--- src/rtl/char_tx.sv ---
// char_tx: serial character transmitter.
// Sends a 7-bit character as start(0), data LSB first, optional even parity,
// stop(1). Every bit lasts CLKS_PER_BIT cycles of clk_2.
//
// Ports:
//   clk_2    in   clock, rising edge
//   reset    in   asynchronous, active-high reset
//   char_in  in   [6:0] character, captured when a send is accepted
//   send     in   transmit request, honoured only in IDLE
//   txd      out  registered serial line, idles high
//   busy     out  high in every state except IDLE
//   done     out  one-cycle pulse on the first IDLE cycle after a stop bit
//
// state  | meaning
// IDLE   | line high, waiting for send
// START  | driving the start bit (0)
// DATA   | driving data bits 0..6, LSB first
// PARITY | driving the XOR of the captured data bits
// STOP   | driving the stop bit (1)
module char_tx #(
  parameter int unsigned CLKS_PER_BIT = 16,
  parameter int unsigned PARITY_EN    = 1
) (
  input  logic       clk_2,
  input  logic       reset,
  input  logic [6:0] char_in,
  input  logic       send,
  output logic       txd,
  output logic       busy,
  output logic       done
);

  typedef enum logic [2:0] {IDLE, START, DATA, PARITY, STOP} state_t;

  localparam logic [15:0] RELOAD = 16'(CLKS_PER_BIT - 1);

  state_t      state_q, state_d;
  logic [15:0] cnt_q, cnt_d;
  logic [2:0]  idx_q, idx_d;
  logic [6:0]  shreg_q, shreg_d;
  logic        par_q, par_d;
  logic        txd_q, txd_d;
  logic        done_q, done_d;
  logic        bit_end;

  assign bit_end = (cnt_q == 16'd0);

  always_ff @(posedge clk_2 or posedge reset) begin
    if (reset) begin
      state_q <= IDLE;
      cnt_q   <= 16'd0;
      idx_q   <= 3'd0;
      shreg_q <= 7'd0;
      par_q   <= 1'b0;
      txd_q   <= 1'b1;
      done_q  <= 1'b0;
    end else begin
      state_q <= state_d;
      cnt_q   <= cnt_d;
      idx_q   <= idx_d;
      shreg_q <= shreg_d;
      par_q   <= par_d;
      txd_q   <= txd_d;
      done_q  <= done_d;
    end
  end

  always_comb begin
    state_d = state_q;
    cnt_d   = cnt_q;
    idx_d   = idx_q;
    shreg_d = shreg_q;
    par_d   = par_q;
    txd_d   = txd_q;
    done_d  = 1'b0;

    // Bit timer: counts down and reloads on every bit boundary while framing.
    if (state_q != IDLE) begin
      cnt_d = bit_end ? RELOAD : cnt_q - 16'd1;
    end

    // txd_d is the value the line takes for the upcoming bit, so txd stays
    // a pure register output.
    case (state_q)
      IDLE: begin
        txd_d = 1'b1;
        if (send) begin
          state_d = START;
          txd_d   = 1'b0;
          cnt_d   = RELOAD;
          shreg_d = char_in;
          par_d   = ^char_in;
          idx_d   = 3'd0;
        end
      end
      START: begin
        if (bit_end) begin
          state_d = DATA;
          txd_d   = shreg_q[0];
        end
      end
      DATA: begin
        if (bit_end) begin
          shreg_d = {1'b0, shreg_q[6:1]};
          if (idx_q == 3'd6) begin
            if (PARITY_EN != 0) begin
              state_d = PARITY;
              txd_d   = par_q;
            end else begin
              state_d = STOP;
              txd_d   = 1'b1;
            end
          end else begin
            idx_d = idx_q + 3'd1;
            txd_d = shreg_q[1];
          end
        end
      end
      PARITY: begin
        if (bit_end) begin
          state_d = STOP;
          txd_d   = 1'b1;
        end
      end
      STOP: begin
        if (bit_end) begin
          state_d = IDLE;
          txd_d   = 1'b1;
          done_d  = 1'b1;
        end
      end
      default: begin
        state_d = IDLE;
        txd_d   = 1'b1;
      end
    endcase
  end

  assign txd  = txd_q;
  assign done = done_q;
  assign busy = (state_q != IDLE);

endmodule

--- config.mk ---
export PLATFORM = sky130hd
export DESIGN_NAME = char_tx
export DESIGN_NICKNAME = d
export VERILOG_FILES = /design/src/rtl/char_tx.sv
export SDC_FILE = /design/constraint.sdc
export NUM_CORES = 1
export LEC_CHECK = 0
export BUFFER_PORTS_ARGS = -buffer_cell sky130_fd_sc_hd__buf_2
export CAP_MARGIN = 20
export CORE_MARGIN = 10
export CORE_UTILIZATION = 59
export CTS_CLUSTER_DIAMETER = 120
export DETAILED_ROUTE_END_ITERATION = 12
export GPL_TIMING_DRIVEN = 0
export PLACE_DENSITY_LB_ADDON = 0.1
export SLEW_MARGIN = 20
export SYNTH_ARGS = -nofsm -noshare
export SYNTH_HDL_FRONTEND = slang
export SYNTH_SLANG_ARGS = --single-unit
--- constraint.sdc ---
create_clock -name clk_2 -period 2.6 [get_ports clk_2]
set_clock_uncertainty 0.1 [all_clocks]
set_input_delay 0.65 -clock clk_2 [delete_from_list [all_inputs] [get_ports clk_2]]
set_output_delay 0.65 -clock clk_2 [all_outputs]
set_load 0.05 [all_outputs]
==> results by group, run 1 <==
Synthesis
  – Synthesized Nets: 204
  – Primary FF master, synth: dfrtp_1
  – Syn Inst Count: 191
  – Synth area leaders: dfrtp_1 45%, nor2_1 5.0%, nand2_1 4.3%
  – Synth top cells by count: 31 x dfrtp_1, 23 x nor2_1, 20 x nand2_1
  – Yosys warns: 0
  – EDFF count, synth: 0
  – Count of cell types in the netlist: 47
  – #FFs+latches synth: 32
  – Top-count cell post-synth: dfrtp_1
  – Share of the synthesized area in the top cell type: 44.51%
  – Post-synth top area cell: dfrtp_1
  – Syn_area_per_cell: 9.125 sq um
  – Post-synth ARST share: 100.0%
  – Mapped cell area: 1743 sq um
  – Post-synthesis sequential area ratio: 46.02%

Clock network
  – Clock Tree Root: clkbuf_4
  – Clock sinks: 32
  – Max H-tree Level: 2
  – Hold buffer count at CTS: 0
  – Clock transition at path regs: 0.11 ns
  – Worst-Skew Late Latency: 0.35 ns
  – Cts bufs inserted: 5
  – Clk buf depth: 2
  – CTS tree: done

Floorplan
  – # IOs: 13
  – Initial Utilization: 62.66%
  – Full die area: 5528 sq um
  – Die Wd: 74.35 microns
  – Std-Cell Rows: 19
  – Core region area: 2781 sq um
  – Die height: 74.35 microns

Finish
  – Area of the multi-input gates: 915.9 sq um
  – Seq. cell area: 802.0 sq um
  – Antenna Cells: 0
  – Synth-to-layout area growth: 13.71%
  – Share of cells above drive strength 1: 20.48%
  – FILL cells: 204
  – Final nets: 222

Power and ir drop
  – Leakage Power: 0.8465 nW
  – Max VDD drop: 444.6 uV
  – Pwr/cell area: 490.6 nW/um^2
  – Final Power: 0.0009724 W

Route
  – Vias: 1503
  – Drt first pass iters: 4
  – DR WL/cell: 16.80 microns
  – Detailed-route wire length: 4050 microns
  – Post-route antenna net violation count: 0
  – Detailed router's first-iteration violation count: 116
  – DRC viols: 0
  – Routed vias/inst: 6.237

Worst setup path
  – R2R Path Start: cnt_q[0]
  – Buffers and inverters on the worst path: 2
  – Reg2Reg Capture Point: shreg_q[0]
  – Delay-heaviest family, CP: flip-flops
  – Critical Path RT: 1.85 ns
  – R2R depth: 7
  – Worst Setup End Kind: primary output
  – Slowest stage cell, crit path: dfrtp_1
  – CP Launch Type: flip-flop
  – Worst Path Arrival: 1.72 ns
  – Worst-path maximum fanout: 10
  – R2r setup slk: 0.20 ns
  – CP max stage delay: 0.53 ns
  – Worst-path cell chain: nor3_4, inv_2, buf_2
  – Worst setup path class: reg -> out

GRT
  – First-pass GRT wire length: 6886 microns
  – Initial antenna violation count: 0
  – Remaining Overflow, GRT: 0
  – Number of global-route vias before repair: 1483
  – Largest net degree at the start of global routing: 33
  – GRT Util Overall: 15.86%

Run
  – Maxcap violations: 0

Timing
  – Max-slew violation count: 0
  – Fmax: 404.8 MHz
  – Worst Tran Pin Value: 0.6886 ns
  – Fin worst setup slack: 0.1297 ns
  – Final Hold Vio Count: 0
  – Setup violations, final: 0
  – RSZ-0062 raised after global routing: no
  – Tcrit/Tclk final: 95.01%
  – Final Critical Period: 2.470 ns
  – Slew HR: 53.44%

Placement
  – Final RePlAce weighted congestion: 0.8149
  – Detailed Place HPWL: 2725 microns
  – Place WS: -0.1005 ns
  – Number of port buffers: 12

Outcome
  – Status: finished clean

Worst hold path
  – Hold/Removal Path Class: in -> async
layout by cell type (no fill, tap or decap), types with 2 or more instances in the layout:
cell,instances
dfrtp_1,31
nor2_1,23
nand2_1,20
buf_2,13
o21ai_0,11
a21oi_1,8
a31oi_1,7
o22ai_1,7
inv_1,6
xnor2_1,6
or3_1,5
nand3_1,5
nor3_1,5
o31ai_1,5
clkbuf_4,5
clkbuf_1,3
ha_1,3
or4_1,2
or3_4,2
nor3_4,2
a2bb2oi_1,2
inv_2,2
nor4_1,2
mux2i_1,2
clkbuf_8,2
metrics by stage:
stage	setup TNS, ns	hold slack [ns]	utilization, %	cell area, sq um	instances
6_report	0	0.2899	71.26	1982	241
5_1_grt	0	0.3222	71.26	1982	241
4_1_cts	0	0.3064	70.63	1964	242
3_3_place_gp	-0.1368	0.3618	66.22	1842	234
2_1_floorplan	0	0.3492	-	1743	191
3_5_place_dp	-0.2675	0.3741	66.22	1842	234
kinds of logic after synthesis:
logic type      after synthesis  synth area share, %
xor+xnor                      7                3.518
buf+inv                      16                3.948
fa+ha+maj                     3                2.154
compound gates               54                20.89
mux                           2                1.149
simple gates                 77                22.33
flops                        32                46.02
final cells by class:
cell class	count	area share [%]
Multi-Input combinational cell	143	46.21
Sequential cell	32	40.47
Timing Repair Buffer	13	3.409
Clock buffer	7	3.283
Tap cell	31	1.957
Buffer	6	1.641
Clock inverter	1	1.515
Inverter	8	1.515
registers in the layout, indices dropped and copies added (netlist names):
name     cells
idx_q        3
cnt_q       16
state_q      3
shreg_q      7
txd          1
done         1
par_q        1
worst reg2reg max path: cells and delay by family (launching register included):
family	cells	cell delay (ns)
AO/OA/AOI/OAI	1	0.47
adder cells (fa/ha/maj)	1	0.18
buffers and inverters	1	0.08
flip-flops	1	0.43
AND/OR/NAND/NOR	4	1.08
worst max path at each step:
stage,start,endpoint,slack (ns),cells after the start
after detailed placement,state_q[2],busy,-0.10,4
final,state_q[2],busy,0.13,3
after global placement,state_q[2],busy,-0.10,4
after floorplan,cnt_q[0],cnt_q[5],0.24,8
after CTS,cnt_q[0],state_q[0],0.01,8
after global routing,cnt_q[0],state_q[0],0.07,7
where the power goes:
part / switching, W / total, W / internal, W
Clock: 0.000180 / 0.000435 / 0.000255
Combinational: 0.0000214 / 0.0000374 / 0.0000160
Sequential: 0.00000102 / 0.000500 / 0.000499
per-layer routing:
layer	global-route usage, %	share of wire (%)	vias up
li1	-	-	736
met1	21.44	45	713
met2	23.30	47	46
met3	3.457	5.8	8
met4	8.130	1.9	0
met5	0	0	-
repair_timing:
action | CTS | global route
gates resized for setup | 6 | 5
pin swaps | 1 | 2
setup buffers | 0 | 1
gates cloned | 0 | 0
setup endpoints to repair | 7 | 20
No activity file was read; power rests on OpenSTA's default activity.
==> inputs of run 2 (changes only) <==
RECOVER_POWER = 100   (was unset)
==> results by group, run 2 (synthesized netlist as in run 1, its figures left out) <==
Outcome
  – Status: finished clean

Placement
  – Number of port buffers: 12
  – Final RePlAce weighted congestion: 0.8149
  – Placed insts: 234
  – Detailed Place HPWL: 2725 microns

Route
  – DR WL/cell: 17.00 microns
  – Drt first pass iters: 4
  – Post-route antenna net violation count: 0
  – Vias: 1504
  – Routed vias/inst: 6.241
  – Detailed-route wire length: 4098 microns
  – Detailed router's first-iteration violation count: 135
  – DRC viols: 0

Timing
  – Worst Tran Pin Value: 1.198 ns
  – Setup violations, final: 0
  – Max-slew violation count: 0
  – Fmax: 399.2 MHz
  – Hold WS: 0.3939 ns
  – Slew HR: 20.04%
  – Tcrit/Tclk final: 96.34%
  – RSZ-0062 raised after global routing: no
  – Final Critical Period: 2.505 ns
  – Final Hold Vio Count: 0
  – Setup TNS: 0 ns

Floorplan
  – Die height: 74.35 microns
  – Core region area: 2781 sq um
  – Std-Cell Rows: 19
  – Die Wd: 74.35 microns
  – # IOs: 13
  – Full die area: 5528 sq um
  – Initial Utilization: 62.66%

Worst hold path
  – Hold path depth: 2
  – Hold/Removal Path Class: reg -> reg

Finish
  – Synth-to-layout area growth: 13.14%
  – Top Registers: cnt_q: 16 flops, shreg_q: 7 flops
  – Final cell count without fillers: 241
  – Final nets: 222
  – Antenna Cells: 0
  – Most common cell after layout, fill and taps aside: dfrtp_1
  – Most frequent cells in the layout: 31 x dfrtp_1, 23 x nor2_1, 20 x nand2_1
  – Share of cells above drive strength 1: 18.10%
  – Largest Register: cnt_q
  – Number of flip-flops in the largest register: 16

Worst setup path
  – Critical Path RT: 1.85 ns
  – Slowest stage cell, crit path: dfrtp_1
  – Worst-path cell chain: nor3_4, inv_2, clkbuf_2
  – Buffers and inverters on the worst path: 2
  – CP max stage delay: 0.53 ns
  – R2R depth: 8
  – Worst-path maximum fanout: 10
  – Critical path depth: 3
  – Worst Setup End Kind: primary output
  – Delay-heaviest family, CP: flip-flops
  – CP Launch Type: flip-flop
  – Worst Path Arrival: 1.75 ns
  – Worst setup path class: reg -> out

GRT
  – Initial antenna violation count: 0
  – GRT Util Overall: 15.86%
  – First-pass GRT wire length: 6886 microns
  – Remaining Overflow, GRT: 0
  – Number of global-route vias before repair: 1483
  – Largest net degree at the start of global routing: 33

Clock network
  – Clk buf depth: 2
  – CTS tree: done
  – Max H-tree Level: 2
  – Clock sinks: 32
  – Hold buffer count at CTS: 0
  – Clock Tree Root: clkbuf_4
  – Cts bufs inserted: 5
  – Worst-Skew Late Latency: 0.35 ns
  – Clock transition at path regs: 0.11 ns

Power and ir drop
  – Leakage Power: 0.8390 nW
  – Pwr/cell area: 495.0 nW/um^2
  – Max VDD drop: 447.8 uV

Run
  – Maxcap violations: 0
[run 2: final cells by class]
type                            instances  area (sq um)
Inverter                                8         30.03
Sequential cell                        32         802.0
Multi-Input combinational cell        143         909.6
Fill cell                             208         809.5
Clock buffer                            7         65.06
Timing Repair Buffer                   13         65.06
Tap cell                               31         38.79
Clock inverter                          1         30.03
Buffer                                  6         31.28
[run 2: routing by layer]
| layer | routed length (microns) | up-vias | part of all wire (%) | GRT usage [%] |
|---|---|---|---|---|
| li1 | - | 733 | - | - |
| met1 | 1846 | 710 | 45 | 21.44 |
| met2 | 1932 | 53 | 47 | 23.30 |
| met3 | 242 | 8 | 5.9 | 3.457 |
| met4 | 77 | 0 | 1.9 | 8.130 |
| met5 | 0 | - | 0 | 0 |
[run 2: final timing paths]
path	endpoint	slack [ns]	from
worst max register to register	cnt_q[13]	0.20	cnt_q[0]
worst min-delay path	par_q	0.39	par_q
worst max-delay path	busy	0.1	state_q[2]
max in group asynchronous	shreg_q[3]	1.18	reset
min in group asynchronous	cnt_q[15]	0.50	reset
worst min register to register	par_q	0.39	par_q
[run 2: worst min-delay path: stages, from the launching register on]
cell and delay (ns):
dfrtp_1 0.36, nand2_1 0.05, o21ai_0 0.06
[run 2: through the flow]
stage | setup slack (ns) | utilization, % | power [W] | cell area, sq um
CTS | 0.01421 | 70.63 | 0.0009778 | 1964
detailed placement | -0.1005 | 66.22 | 0.0005475 | 1842
global placement | -0.1018 | 66.22 | 0.0005466 | 1842
floorplan | 0.2442 | - | 0.0005333 | 1743
finish | 0.09505 | 70.90 | 0.0009762 | 1972
global route | 0.03830 | 70.90 | 0.001002 | 1972
[run 2: what timing repair did]
action	4_1_cts	5_1_grt
pin swaps	1	2
buffers inserted	0	1
gates resized for setup	6	5
endpoints found under the hold margin	0	0
gates cloned	0	0
endpoints found under the setup margin	7	20
[run 2: power by group]
part	internal, W	total [W]	switching [W]
Clock	0.000255	0.000439	0.000184
Sequential	0.000499	0.000500	0.00000103
Combinational	0.0000159	0.0000372	0.0000213
Total	0.000770	0.000976	0.000206
